`src/rtl/fp_addsub_mc.sv`:
```
// Multi-cycle IEEE-754 adder/subtractor, parametrised exponent/mantissa widths, round-to-nearest-even.
// Define FPADD_DENORM_EN for gradual underflow; otherwise subnormals are flushed to signed zero.
module fp_addsub_mc #(
  parameter int EXP_W = 8,
  parameter int MAN_W = 23
) (
  input  logic                   clk,
  input  logic                   reset,
  input  logic [EXP_W+MAN_W:0]   a,
  input  logic [EXP_W+MAN_W:0]   b,
  input  logic                   sub,
  input  logic                   load,
  output logic                   busy,
  output logic                   done,
  output logic [2:0]             status,
  output logic [EXP_W+MAN_W:0]   sum
);
  localparam int W  = 1 + EXP_W + MAN_W;
  localparam int SW = MAN_W + 4;
  localparam logic [EXP_W-1:0] EXP_MAX = '1;
  localparam logic [EXP_W-1:0] EXP_ONE = 1;
  localparam logic [EXP_W:0]   E_ONE   = 1;
  localparam logic [W-1:0]     QNAN    = {1'b0, EXP_MAX, 1'b1, {(MAN_W-1){1'b0}}};

  typedef enum logic [2:0] {IDLE, UNPACK, ALIGN, ADD, NORM, ROUND} state_t;
  state_t state_q, state_d;

  logic [W-1:0]     a_q, b_q;
  logic             sa_q, sb_q, spec_q, flush_q;
  logic [W-1:0]     spec_sum_q;
  logic [2:0]       spec_status_q;
  logic [EXP_W-1:0] ea_q, eb_q, ex_q;
  logic [MAN_W:0]   ma_q, mb_q;
  logic             sx_q, eff_sub_q, zero_sign_q, zero_q;
  logic [SW-1:0]    gx_q, gy_q, n_q;
  logic [SW:0]      raw_q;
  logic [EXP_W:0]   e_q;

  // Unpack: field split, classification, special-case resolution
  logic [EXP_W-1:0] a_exp, b_exp;
  logic [MAN_W-1:0] a_frac, b_frac;
  logic             a_inf, b_inf, a_nan, b_nan;
  logic [EXP_W-1:0] u_ea, u_eb;
  logic [MAN_W:0]   u_ma, u_mb;
  logic             u_spec, u_flush;
  logic [W-1:0]     u_spec_sum;
  logic [2:0]       u_spec_status;

  assign a_exp  = a_q[W-2:MAN_W];
  assign b_exp  = b_q[W-2:MAN_W];
  assign a_frac = a_q[MAN_W-1:0];
  assign b_frac = b_q[MAN_W-1:0];
  assign a_inf  = (a_exp == EXP_MAX) && (a_frac == '0);
  assign b_inf  = (b_exp == EXP_MAX) && (b_frac == '0);
  assign a_nan  = (a_exp == EXP_MAX) && (a_frac != '0);
  assign b_nan  = (b_exp == EXP_MAX) && (b_frac != '0);

  always_comb begin
    // Zeros and subnormals both sit at exponent 1 so alignment needs no special case.
    u_ea = (a_exp == '0) ? EXP_ONE : a_exp;
    u_eb = (b_exp == '0) ? EXP_ONE : b_exp;
`ifdef FPADD_DENORM_EN
    u_ma    = {a_exp != '0, a_frac};
    u_mb    = {b_exp != '0, b_frac};
    u_flush = 1'b0;
`else
    u_ma    = (a_exp != '0) ? {1'b1, a_frac} : '0;
    u_mb    = (b_exp != '0) ? {1'b1, b_frac} : '0;
    u_flush = ((a_exp == '0) && (a_frac != '0)) || ((b_exp == '0) && (b_frac != '0));
`endif
    u_spec        = 1'b0;
    u_spec_sum    = '0;
    u_spec_status = 3'b000;
    if (a_nan || b_nan || (a_inf && b_inf && (a_q[W-1] != b_q[W-1]))) begin
      u_spec        = 1'b1;
      u_spec_sum    = QNAN;
      u_spec_status = 3'b100;
    end else if (a_inf) begin
      u_spec        = 1'b1;
      u_spec_sum    = a_q;
      u_spec_status = 3'b010;
    end else if (b_inf) begin
      u_spec        = 1'b1;
      u_spec_sum    = b_q;
      u_spec_status = 3'b010;
    end
  end

  // Align: order by magnitude, shift the smaller significand right with sticky collection
  logic             swap;
  logic [EXP_W-1:0] al_ex, al_ey, al_d;
  logic [MAN_W:0]   al_mx, al_my;
  logic [SW-1:0]    al_full, al_gy;

  always_comb begin
    swap    = {eb_q, mb_q} > {ea_q, ma_q};
    al_ex   = swap ? eb_q : ea_q;
    al_ey   = swap ? ea_q : eb_q;
    al_mx   = swap ? mb_q : ma_q;
    al_my   = swap ? ma_q : mb_q;
    al_d    = al_ex - al_ey;
    al_full = {al_my, 3'b000};
    if (32'(al_d) >= 32'(SW - 1))
      al_gy = {{(SW-1){1'b0}}, |al_my};
    else
      al_gy = (al_full >> al_d) |
              {{(SW-1){1'b0}}, |(al_full & ~({SW{1'b1}} << al_d))};
  end

  // Normalise: carry shifts right one place, otherwise shift left by LZC clamped at exponent 1
  function automatic int lzc(input logic [SW-1:0] v);
    lzc = SW;
    for (int i = 0; i < SW; i++)
      if (v[i]) lzc = SW - 1 - i;
  endfunction

  logic [SW-1:0]  nm_n;
  logic [EXP_W:0] nm_e;
  int             nm_lim, nm_sh;

  always_comb begin
    nm_n   = '0;
    nm_e   = e_q;
    nm_lim = int'(e_q) - 1;
    nm_sh  = 0;
    if (raw_q[SW]) begin
      nm_n    = raw_q[SW:1];
      nm_n[0] = raw_q[1] | raw_q[0];
      nm_e    = e_q + E_ONE;
    end else begin
      nm_sh = (lzc(raw_q[SW-1:0]) < nm_lim) ? lzc(raw_q[SW-1:0]) : nm_lim;
      nm_n  = raw_q[SW-1:0] << nm_sh;
      nm_e  = e_q - nm_sh[EXP_W:0];
    end
  end

  // Round to nearest even and pack
  logic           rd_inc;
  logic [MAN_W+1:0] rd_rnd;
  logic [MAN_W:0] rd_mant;
  logic [EXP_W:0] rd_e;
  logic [W-1:0]   rd_sum;
  logic [2:0]     rd_status;

  always_comb begin
    rd_inc = n_q[2] & (n_q[1] | n_q[0] | n_q[3]);
    rd_rnd = {1'b0, n_q[SW-1:3]} + {{(MAN_W+1){1'b0}}, rd_inc};
    if (rd_rnd[MAN_W+1]) begin
      rd_mant = rd_rnd[MAN_W+1:1];
      rd_e    = e_q + E_ONE;
    end else begin
      rd_mant = rd_rnd[MAN_W:0];
      rd_e    = e_q;
    end
    rd_sum    = {sx_q, rd_e[EXP_W-1:0], rd_mant[MAN_W-1:0]};
    rd_status = {2'b00, flush_q};
    if (spec_q) begin
      rd_sum    = spec_sum_q;
      rd_status = spec_status_q;
    end else if (zero_q) begin
      rd_sum = {zero_sign_q, {(W-1){1'b0}}};
    end else if (rd_e >= {1'b0, EXP_MAX}) begin
      rd_sum    = {sx_q, EXP_MAX, {MAN_W{1'b0}}};
      rd_status = 3'b010;
    end else if (!rd_mant[MAN_W]) begin
      rd_status = 3'b001;
`ifdef FPADD_DENORM_EN
      rd_sum    = {sx_q, {EXP_W{1'b0}}, rd_mant[MAN_W-1:0]};
`else
      rd_sum    = {sx_q, {(W-1){1'b0}}};
`endif
    end
  end

  always_comb begin
    state_d = state_q;
    unique case (state_q)
      IDLE:    if (load) state_d = UNPACK;
      UNPACK:  state_d = ALIGN;
      ALIGN:   state_d = ADD;
      ADD:     state_d = NORM;
      NORM:    state_d = ROUND;
      ROUND:   state_d = IDLE;
      default: state_d = IDLE;
    endcase
  end

  // NOTE: sequential state uses non-blocking assignments so every register samples pre-edge values.
  always_ff @(posedge clk or posedge reset) begin
    if (reset) state_q <= IDLE;
    else       state_q <= state_d;
  end

  assign busy = (state_q != IDLE);

  // NOTE: datapath registers are reset too, so an aborted operation leaves no stale state behind.
  always_ff @(posedge clk or posedge reset) begin
    if (reset) begin
      a_q <= '0;  b_q <= '0;  sa_q <= 1'b0;  sb_q <= 1'b0;
      ea_q <= '0; eb_q <= '0; ma_q <= '0;    mb_q <= '0;
      spec_q <= 1'b0; spec_sum_q <= '0; spec_status_q <= '0; flush_q <= 1'b0;
      ex_q <= '0; gx_q <= '0; gy_q <= '0; sx_q <= 1'b0;
      eff_sub_q <= 1'b0; zero_sign_q <= 1'b0; zero_q <= 1'b0;
      raw_q <= '0; e_q <= '0; n_q <= '0;
      sum <= '0; status <= 3'b000; done <= 1'b0;
    end else begin
      done <= 1'b0;
      unique case (state_q)
        IDLE: if (load) begin
          a_q <= a;
          b_q <= {b[W-1] ^ sub, b[W-2:0]};
        end
        UNPACK: begin
          sa_q <= a_q[W-1];  sb_q <= b_q[W-1];
          ea_q <= u_ea;      eb_q <= u_eb;
          ma_q <= u_ma;      mb_q <= u_mb;
          spec_q <= u_spec;  spec_sum_q <= u_spec_sum;
          spec_status_q <= u_spec_status;
          flush_q <= u_flush;
        end
        ALIGN: begin
          ex_q        <= al_ex;
          gx_q        <= {al_mx, 3'b000};
          gy_q        <= al_gy;
          sx_q        <= swap ? sb_q : sa_q;
          eff_sub_q   <= sa_q ^ sb_q;
          zero_sign_q <= sa_q & sb_q;
        end
        ADD: begin
          raw_q <= eff_sub_q ? ({1'b0, gx_q} - {1'b0, gy_q}) : ({1'b0, gx_q} + {1'b0, gy_q});
          e_q   <= {1'b0, ex_q};
        end
        NORM: begin
          n_q    <= nm_n;
          e_q    <= nm_e;
          zero_q <= (raw_q == '0);
        end
        ROUND: begin
          sum    <= rd_sum;
          status <= rd_status;
          done   <= 1'b1;
        end
        default: ;
      endcase
    end
  end
endmodule
```
`config.mk`:
```
export PLATFORM = sky130hd
export DESIGN_NAME = fp_addsub_mc
export DESIGN_NICKNAME = d
export VERILOG_FILES = /design/src/rtl/fp_addsub_mc.sv
export SDC_FILE = /design/constraint.sdc
export NUM_CORES = 1
export LEC_CHECK = 0
export ABC_AREA = 1
export CAP_MARGIN = 20
export CORE_ASPECT_RATIO = 0.6
export CORE_MARGIN = 2
export CORE_UTILIZATION = 35
export CTS_BUF_LIST = sky130_fd_sc_hd__clkbuf_16
export DETAILED_ROUTE_END_ITERATION = 10
export PLACE_DENSITY_LB_ADDON = 0.3
export SYNTH_ARGS = -nofsm -noshare
export SYNTH_HDL_FRONTEND = slang
export SYNTH_SLANG_ARGS = --single-unit
```
`constraint.sdc`:
```
create_clock -name clk -period 13.9 [get_ports clk]
set_input_delay 1.39 -clock clk [delete_from_list [all_inputs] [get_ports clk]]
set_output_delay 1.39 -clock clk [all_outputs]
set_load 0.005 [all_outputs]
```
; ---- Yosys cells after proc, flatten, opt, wreduce, memory -nomap -nowiden
; Cells that the tools add are included.
[op_classes]
n_addsub = 7
n_mul = 0
n_div = 0
order_cmp = 4
n_eq_ne = 9
n_shift = 3
mux = 65
n_bitwise = 10
reduce_logical = 26
[op_table]
columns = operator, count
row1 = 2-to-1 mux 32 bit, 33
row2 = 2-to-1 mux 24 bit, 5
row3 = 2-to-1 mux 31 bit, 2
row4 = 2-to-1 mux 27 bit, 2
row5 = zero test 23 bit, 2
row6 = nonzero test 23 bit, 2
row7 = greater-than comparator 32 bit, 1
row8 = < comparator 32 x 10 -> 1 bit, 1
row9 = 2-to-1 mux 8 bit, 4
row10 = << shifter 27 x 32 -> 27 bit, 1
row11 = adder 27 x 27 -> 28 bit, 1
row12 = zero test 28 bit, 1
row13 = 2-to-1 mux 28 bit, 1
row14 = subtractor 27 x 27 -> 28 bit, 1
row15 = AND 27 bit, 1
row16 = NOT 27 bit, 1
row17 = OR 27 x 1 -> 27 bit, 1
row18 = OR reduction 27 bit, 1
row19 = << shifter 27 x 8 -> 27 bit (first input constant), 1
row20 = >> shifter 27 x 8 -> 27 bit, 1
row21 = adder 24 x 1 -> 25 bit, 1
row22 = OR reduction 24 bit, 1
row23 = 2-to-1 mux 9 bit, 2
row24 = case mux 9 bit (2 select lines), 1
row25 = 27 further kinds, 56
[totals]
ff_bits = 333
latchBits = 0
mem_bits_rw = 0
mem_bits_ro = 0
in_bits = 68
output_inout_bits = 37
elab_cells = 150
mem_count = 0

; ---- Longest topological paths before layout
; Gate-level depths: netlist (run 1).
[depth]
depth_word = 33
ltp_mapped = 55
mapped_depth_nobuf = 54

; ---- Least setup slack after synthesis (run 1)
; Ideal clock, no wire load.
[synth_path]
path_type = flip-flop to flip-flop
start = reg raw_q[5]
end = reg e_q[8]
setup_time_ps = 131
t_arrival_ps = 3920
required_ps = 13769
path_slack_ps = 9849
stages_incl_launch_ff = 36
path_buffers = 1
synth_period_minus_slack_ps = 4051
path_cell_list = dfrtp_1 nor2_1 inv_1 o21ai_0 nand2_1 nand2_1 nand2_1 nand3_1 nand3_1 nand2_1 nand2_1 a21oi_1 ha_1 nand2_1 nand2_1 nand2_1 nand2_1 nand2_1 nand2_1 a21oi_2 nand2_1 o21ai_1 inv_1 clkbuf_1 ha_1 inv_1 o31ai_1 inv_1 nor2_1 o21ai_0 nand2_1 nand2_1 nand4_1 nand3_1 nand3_1 o21ai_0
[synth_between]
elab_chain_len = 28
[synth_lines]
columns = element, line_no
row1 = "start, declared", 36  ; logic [SW:0] raw_q;
row2 = "start signal, assigned", 230  ; raw_q <= eff_sub_q ? ({1'b0, gx_q} - {1'b0, gy_q}) : ({1'b0, gx_q} + {1'b0, gy_q});
row3 = 2-to-1 mux 32 bit * (22 in a row), 114  ; if (v[i]) lzc = SW - 1 - i;
row4 = 2-to-1 mux 32 bit *, 126  ; if (raw_q[SW]) begin
row5 = < comparator 32 x 10 -> 1 bit, 131  ; nm_sh = (lzc(raw_q[SW-1:0]) < nm_lim) ? lzc(raw_q[SW-1:0]) : nm_lim;
row6 = 2-to-1 mux 32 bit *, 131
row7 = subtractor 9 bit *, 133  ; nm_e = e_q - nm_sh[EXP_W:0];
row8 = 2-to-1 mux 9 bit *, 126
row9 = case mux 9 bit (2 select lines) *, 208  ; unique case (state_q)
row10 = "end signal, assigned", 231  ; e_q <= {1'b0, ex_q};
row11 = "end signal, assigned", 235  ; e_q <= nm_e;
row12 = "end, declared", 37  ; logic [EXP_W:0] e_q;
; Mark *: on every way between the ends. The rest lies on a longest branch, timed or not. The select of a mux whose other input is x is not followed.
; A chain may end at the register's enable or synchronous reset.

; ---- Worst setup path in the final report (run 1)
[layout_path]
start = reg eb_q[0]
end = reg gy_q[14]
[layout_between]
elab_chain_len = 6
word_cells_on_any_way = 9
classes_between = add/sub (1) / order compare (2) / shift (1) / mux (4) / bitwise (1)
[layout_lines]
columns = element, line_no
row1 = "start, declared", 32  ; logic [EXP_W-1:0] ea_q, eb_q, ex_q;
row2 = "start signal, assigned", 215  ; ea_q <= u_ea; eb_q <= u_eb;
row3 = greater-than comparator 32 bit, 96  ; swap = {eb_q, mb_q} > {ea_q, ma_q};
row4 = 2-to-1 mux 8 bit (on tied branches), "97, 98"
row5 = subtractor 8 bit, 101  ; al_d = al_ex - al_ey;
row6 = >> shifter 27 x 8 -> 27 bit, 106  ; al_gy = (al_full >> al_d) |
row7 = OR 27 x 1 -> 27 bit, 106
row8 = 2-to-1 mux 27 bit *, 103  ; if (32'(al_d) >= 32'(SW - 1))
row9 = "end signal, assigned", 224  ; gy_q <= al_gy;
row10 = "end, declared", 35  ; logic [SW-1:0] gx_q, gy_q, n_q;
; Mark *: on every way between the ends. The rest lies on a longest branch, timed or not.

==> reports/metrics.cfg, run 1 <==
[timing]
hold_viol = 0
max_freq_mhz = 170
maxSlewViolCount = 0
period_minus_slack_ns = 5.89
timing.slew.headroom_pct = 18.9
fin_crit_sh_pct = 42.4
hold_slack_ns = 0.465
fin_worst_skew_ns = 0.0304
finalSetupTns_ns = 0
rsz0062_at_grt = no
tightestPinTransition_ns = 1.20
setup_viol = 0

[setup_path]
cp_data_required_time_ns = 14.39
critPathKind = flop to flop
worstPathArrival_ns = 6.38
critPathTopFamily = simple AND/OR/NAND/NOR gates
start_kind = flop
end_kind = flop
cp_num_buf_inv = 7
path_max_fanout = 72
slowest_stage = nand2_4
max_stage_delay_ns = 0.60

[logic_synthesis]
yosysTopAreaCell = dfrtp_1
ys_top_cells_by_area = dfrtp_1 38%, nand2_1 12%, nand3_1 7.4%, o21ai_0 7.0%, inv_1 6.4%
synth.net_count = 3183
ys_warn_count = 0
ys_seq_elements = 332
synth-edff-count = 0
synthesis.area_mm2 = 0.0218
synth_common_cells = 685 x nand2_1, 369 x inv_1, 332 x dfrtp_1
ys_seq_area_share_pct = 38.1
synth_ff_type = dfrtp_1
synth.avg_cell_area_um2 = 7.23
synthCells = 3018
synth-async-reset-ratio_pct = 100
synth.distinct_cells = 66
netlist.area_leader.share_pct = 38.1
synth.most_common_cell = nand2_1

[placement]
io_buffers = 104
postPlaceCellArea_mm2 = 0.0235
dp_hpwl_um = 55700
dp.cells = 3835
gp_congestion = 0.958

[run_status]
run_status = finished, final reports clean

[cts]
worstSkewPairLatency_ns = 0.58
cts_setup_buffers = 0
cts_max_path_buffers = 3
cts_root_buf = clkbuf_16
clock-sinks = 332
cts_made_buffers = 35
cts_tree = done
htreeDepth = 2
hold_buffers = 0
clk_pin_slew_ns = 0.06
post_cts_resized = 0

[route]
drt-initial-drc-count = 2579
drt-pass1-iter-count = 7
drc_errors = 0
viasPerCell = 5.32
vias = 20700
routedWlPerCell_um = 19.0
wl_um = 74200
ant_nets = 0

[grt]
grtUsageTotal_pct = 23.0
grt_max_degree = 172
gr-usage-met1_pct = 38.8
met2_usage_pct = 27.2
busiest_layer = met1
grt.met3_usage_pct = 6.98
antenna_found_initial = 0
first_global_vias = 19200
grt_pass1_wl_um = 116000
grt_overflow = 0

[finish]
n_antenna_cell = 0
drive_above_1_share_pct = 5.31
finalNetCount = 3209
stdcell_area_mm2 = 0.0246
syn_to_final_growth_pct = 12.9
layout.cells.non_filler = 3899

[floorplan]
die_y_um = 197
start_util_pct = 35.6
fp.dieW_um = 326
dieArea_mm2 = 0.0644
rows = 70
core_area_mm2 = 0.0612
ios = 105

[worst_hold_path]
hold_path.class = flop to flop

[run]
maxCapViolCount = 0

routing by layer:
| metal | up-vias | routed length, µm |
|---|---|---|
| li1 | 10100 | - |
| met1 | 9601 | 39200 |
| met2 | 987 | 25100 |
| met3 | 64 | 9000 |
| met4 | 0 | 946 |
| met5 | - | 0 |
flip-flops by register name, indices dropped and copies added, names as in the netlist, 27 cells and up:
register    cells
a_q            32
b_q            32
gy_q           27
n_q            27
raw_q          28
spec_sum_q     32
sum            32
cell type report:
type / count / area, µm²
clock inverters: 29 / 254
repair buffers: 133 / 1270
well taps: 828 / 1040
flip-flops and latches: 332 / 8310
multi-input cells: 2155 / 11400
fillers: 6370 / 36600
inverters: 387 / 1460
clock buffers: 35 / 876
placed cells by master, fill, tap and decap left out, drive strengths merged, types with 3 or more instances in the layout:
master | Yosys | routed
nand2 | 707 | 707
inv | 381 | 391
o21ai | 343 | 343
dfrtp | 332 | 332
nand3 | 324 | 324
nor2 | 188 | 188
a21oi | 156 | 156
clkdlybuf4s50 | 0 | 104
ha | 95 | 95
o22ai | 54 | 54
xor2 | 53 | 53
nand4 | 39 | 39
clkbuf | 96 | 35
a2bb2oi | 34 | 34
nor3 | 32 | 32
buf | 48 | 29
o211ai | 24 | 24
clkinv | 6 | 18
nor4 | 15 | 15
or2 | 15 | 15
o21a | 10 | 10
a22oi | 10 | 10
a31oi | 7 | 7
o21bai | 6 | 6
o31ai | 6 | 6
xnor2 | 5 | 5
o221ai | 5 | 5
nand3b | 4 | 4
clkinvlp | 0 | 4
a211oi | 3 | 3
o2111ai | 3 | 3
bufinv | 0 | 3
and2 | 3 | 3
kinds of logic after synthesis:
| logic type | after synthesis | synth area share, % |
|---|---|---|
| DFF | 332 | 38.1 |
| adders and majority gates | 97 | 5.63 |
| AOI/OAI and AO/OA | 671 | 17.7 |
| xor gates and xnor gates | 58 | 2.45 |
| buffers and inverters | 531 | 9.68 |
| muxes | 1 | 0.0459 |
| and+or+nand+nor | 1328 | 26.4 |
worst min-delay path, cell delays in order (launching register included):
cell and delay, ns:
dfrtp_1 0.34, nand2_1 0.05, inv_1 0.04
per-stage QoR:
step / worst slack, ns / utilization (%)
6_report: 8.01 / 40.2
5_1_grt: 7.55 / 40.2
4_1_cts: 8.16 / 40.2
3_5_place_dp: 8.20 / 38.4
3_3_place_gp: 8.19 / 38.4
2_1_floorplan: 3.31 / -
path summary, 6_finish.rpt:
path                                    start             to  slack, ns  cells after the start
worst min-delay path            spec_sum_q[1]  spec_sum_q[1]       0.46                      2
worst min register to register  spec_sum_q[1]  spec_sum_q[1]       0.46                      2
max in group asynchronous               reset        sum[24]      10.36                      4
worst max-delay path                  eb_q[0]       gy_q[14]       8.01                     26
worst max register to register        eb_q[0]       gy_q[14]       8.01                     26
min in group asynchronous               reset       gy_q[14]       1.36                      2
Power of run 1 is left out: the tool's default activity adds up to more than one toggle a clock period on the data nets, which glitch-free logic cannot reach.
==> run 2, diff against run 1 <==
==> constraint.sdc (replaced) <==
create_clock -name clk -period 5.7 [get_ports clk]
set_input_delay 0.57 -clock clk [delete_from_list [all_inputs] [get_ports clk]]
set_output_delay 0.57 -clock clk [all_outputs]
set_load 0.005 [all_outputs]
==> run 2 against run 1 <==
Utilization increased by 0.15 points. Clock-buffer cell count stayed put. Hold slack lost 0.062 ns. Sequential share of layout area down 0.13 points. Flip-flop and latch count is the same. First-iteration DRC count is 7.0% higher. Die area unchanged. Critical endpoint is now e_q[8]. Clock skew rose by 0.00079 ns. Fmax is 13% higher.
==> reports/metrics.cfg, run 2 (synthesized netlist as in run 1, its figures left out) <==
[route]
routedWlPerCell_um = 18.7
drt-pass1-iter-count = 7
drc_errors = 0
ant_nets = 0
wl_um = 73000
vias = 20900
drt-initial-drc-count = 2760
viasPerCell = 5.35

[cts]
cts_setup_buffers = 0
cts_made_buffers = 35
clk_pin_slew_ns = 0.06
cts_root_buf = clkbuf_16
clock-sinks = 332
hold_buffers = 0
cts_max_path_buffers = 3
worstSkewPairLatency_ns = 0.57
cts_tree = done
post_cts_resized = 0
htreeDepth = 2

[timing]
fin_worst_skew_ns = 0.0312
tightestPinTransition_ns = 0.995
rsz0062_at_grt = no
setup_viol = 0
finalSetupTns_ns = 0
hold_viol = 0
period_minus_slack_ns = 5.21
max_freq_mhz = 192
maxSlewViolCount = 0
timing.slew.headroom_pct = 33.0
fin_crit_sh_pct = 91.3

[grt]
first_global_vias = 19100
grtUsageTotal_pct = 22.6
antenna_found_initial = 1
grt_pass1_wl_um = 115000
grt_max_degree = 155
grt_overflow = 0

[setup_path]
start_kind = flop
critPathTopFamily = simple AND/OR/NAND/NOR gates
slowest_stage = dfrtp_1
end_kind = flop
r2r-start = raw_q[6]
cp_data_required_time_ns = 6.12
crit_path_frequent_cell = nand2_1
cp_num_buf_inv = 4
r2r_setup_slack_ns = 0.49
worstPathArrival_ns = 5.63
critPathKind = flop to flop
r2r_end = e_q[8]
cp-startpoint = raw_q[6]
r2r_cells = 36
path_max_fanout = 12
max_stage_delay_ns = 0.45

[finish]
fin_util_pct = 40.4
seq_area_mm2 = 0.00831
finalNetCount = 3221
n_antenna_cell = 0
layout.cells.non_filler = 3907
nFillCells = 6411
drive_above_1_share_pct = 5.49
syn_to_final_growth_pct = 13.3
most-common-layout-cells = 685 x nand2_1, 373 x inv_1, 332 x dfrtp_1, 322 x nand3_1, 307 x o21ai_0
final_common_cell = nand2_1
multi_input_area_mm2 = 0.0114

[placement]
dp.cells = 3847
gp_congestion = 0.993
io_buffers = 104
dp_hpwl_um = 55600

[floorplan]
ios = 105
rows = 70
core_area_mm2 = 0.0612
dieArea_mm2 = 0.0644
start_util_pct = 35.6
fp.dieW_um = 326
die_y_um = 197

[run_status]
run_status = finished, final reports clean

[worst_hold_path]
hold_path.class = primary input to async pin

[run]
maxCapViolCount = 0

==> run 2: cell types whose count changed in the layout (fill, tap and decap cells not counted), moves of 2 or more <==
cell / previous run / this run
clkinv_2: 8 / 6
inv_1: 375 / 373
clkinv_1: 9 / 14
clkinvlp_4: 4 / 1
buf_12: 1 / 4
buf_4: 28 / 37
==> run 2: how the worst max path moves through the flow <==
| stage | endpoint | slack, ns | cells after the start |
|---|---|---|---|
| final | e_q[8] | 0.49 | 36 |
| after global routing | e_q[8] | 0.04 | 37 |
| after CTS | e_q[8] | 0.63 | 27 |
| after detailed placement | e_q[8] | 0.66 | 27 |
| after global placement | e_q[8] | 0.57 | 27 |
| after floorplan | a_q[0] | 0.70 | 1 |
==> run 2: layout make-up <==
cell class / count / share of cell area, %
Clock buffer: 35 / 3.54
Multi-Input combinational cell: 2155 / 46.2
Inverter: 387 / 5.91
Clock inverter: 25 / 0.876
Timing Repair Buffer: 145 / 5.66
Sequential cell: 332 / 33.6
Tap cell: 828 / 4.19
==> run 2: through the flow <==
step                worst slack [ns]  instance area, µm²  hold WS, ns
floorplan                      0.695               21800        0.436
global placement               0.571               23600        0.450
detailed placement             0.660               23600        0.452
CTS                            0.625               24700        0.395
global route                  0.0375               24700        0.429
finish                         0.493               24700        0.402
==> run 2: worst register-to-register path, delay by kind of cell, from the launching register on <==
family,cells,cell delay (ns)
AND/OR/NAND/NOR,24,2.49
AO/OA/AOI/OAI,5,1.14
adder cells (fa/ha/maj),3,0.69
flip-flops,1,0.45
buffers and inverters,4,0.32
==> run 2: routing by layer <==
metal	up-vias	part of all wire [%]	wire, µm	global-route usage (%)
li1	10100	-	-	-
met1	9805	53	38500	38.1
met2	942	34	25000	26.6
met3	49	12	8740	7.15
met4	0	1.0	759	3.64
met5	-	0	0	0
Power of run 2 is left out for the same reason.
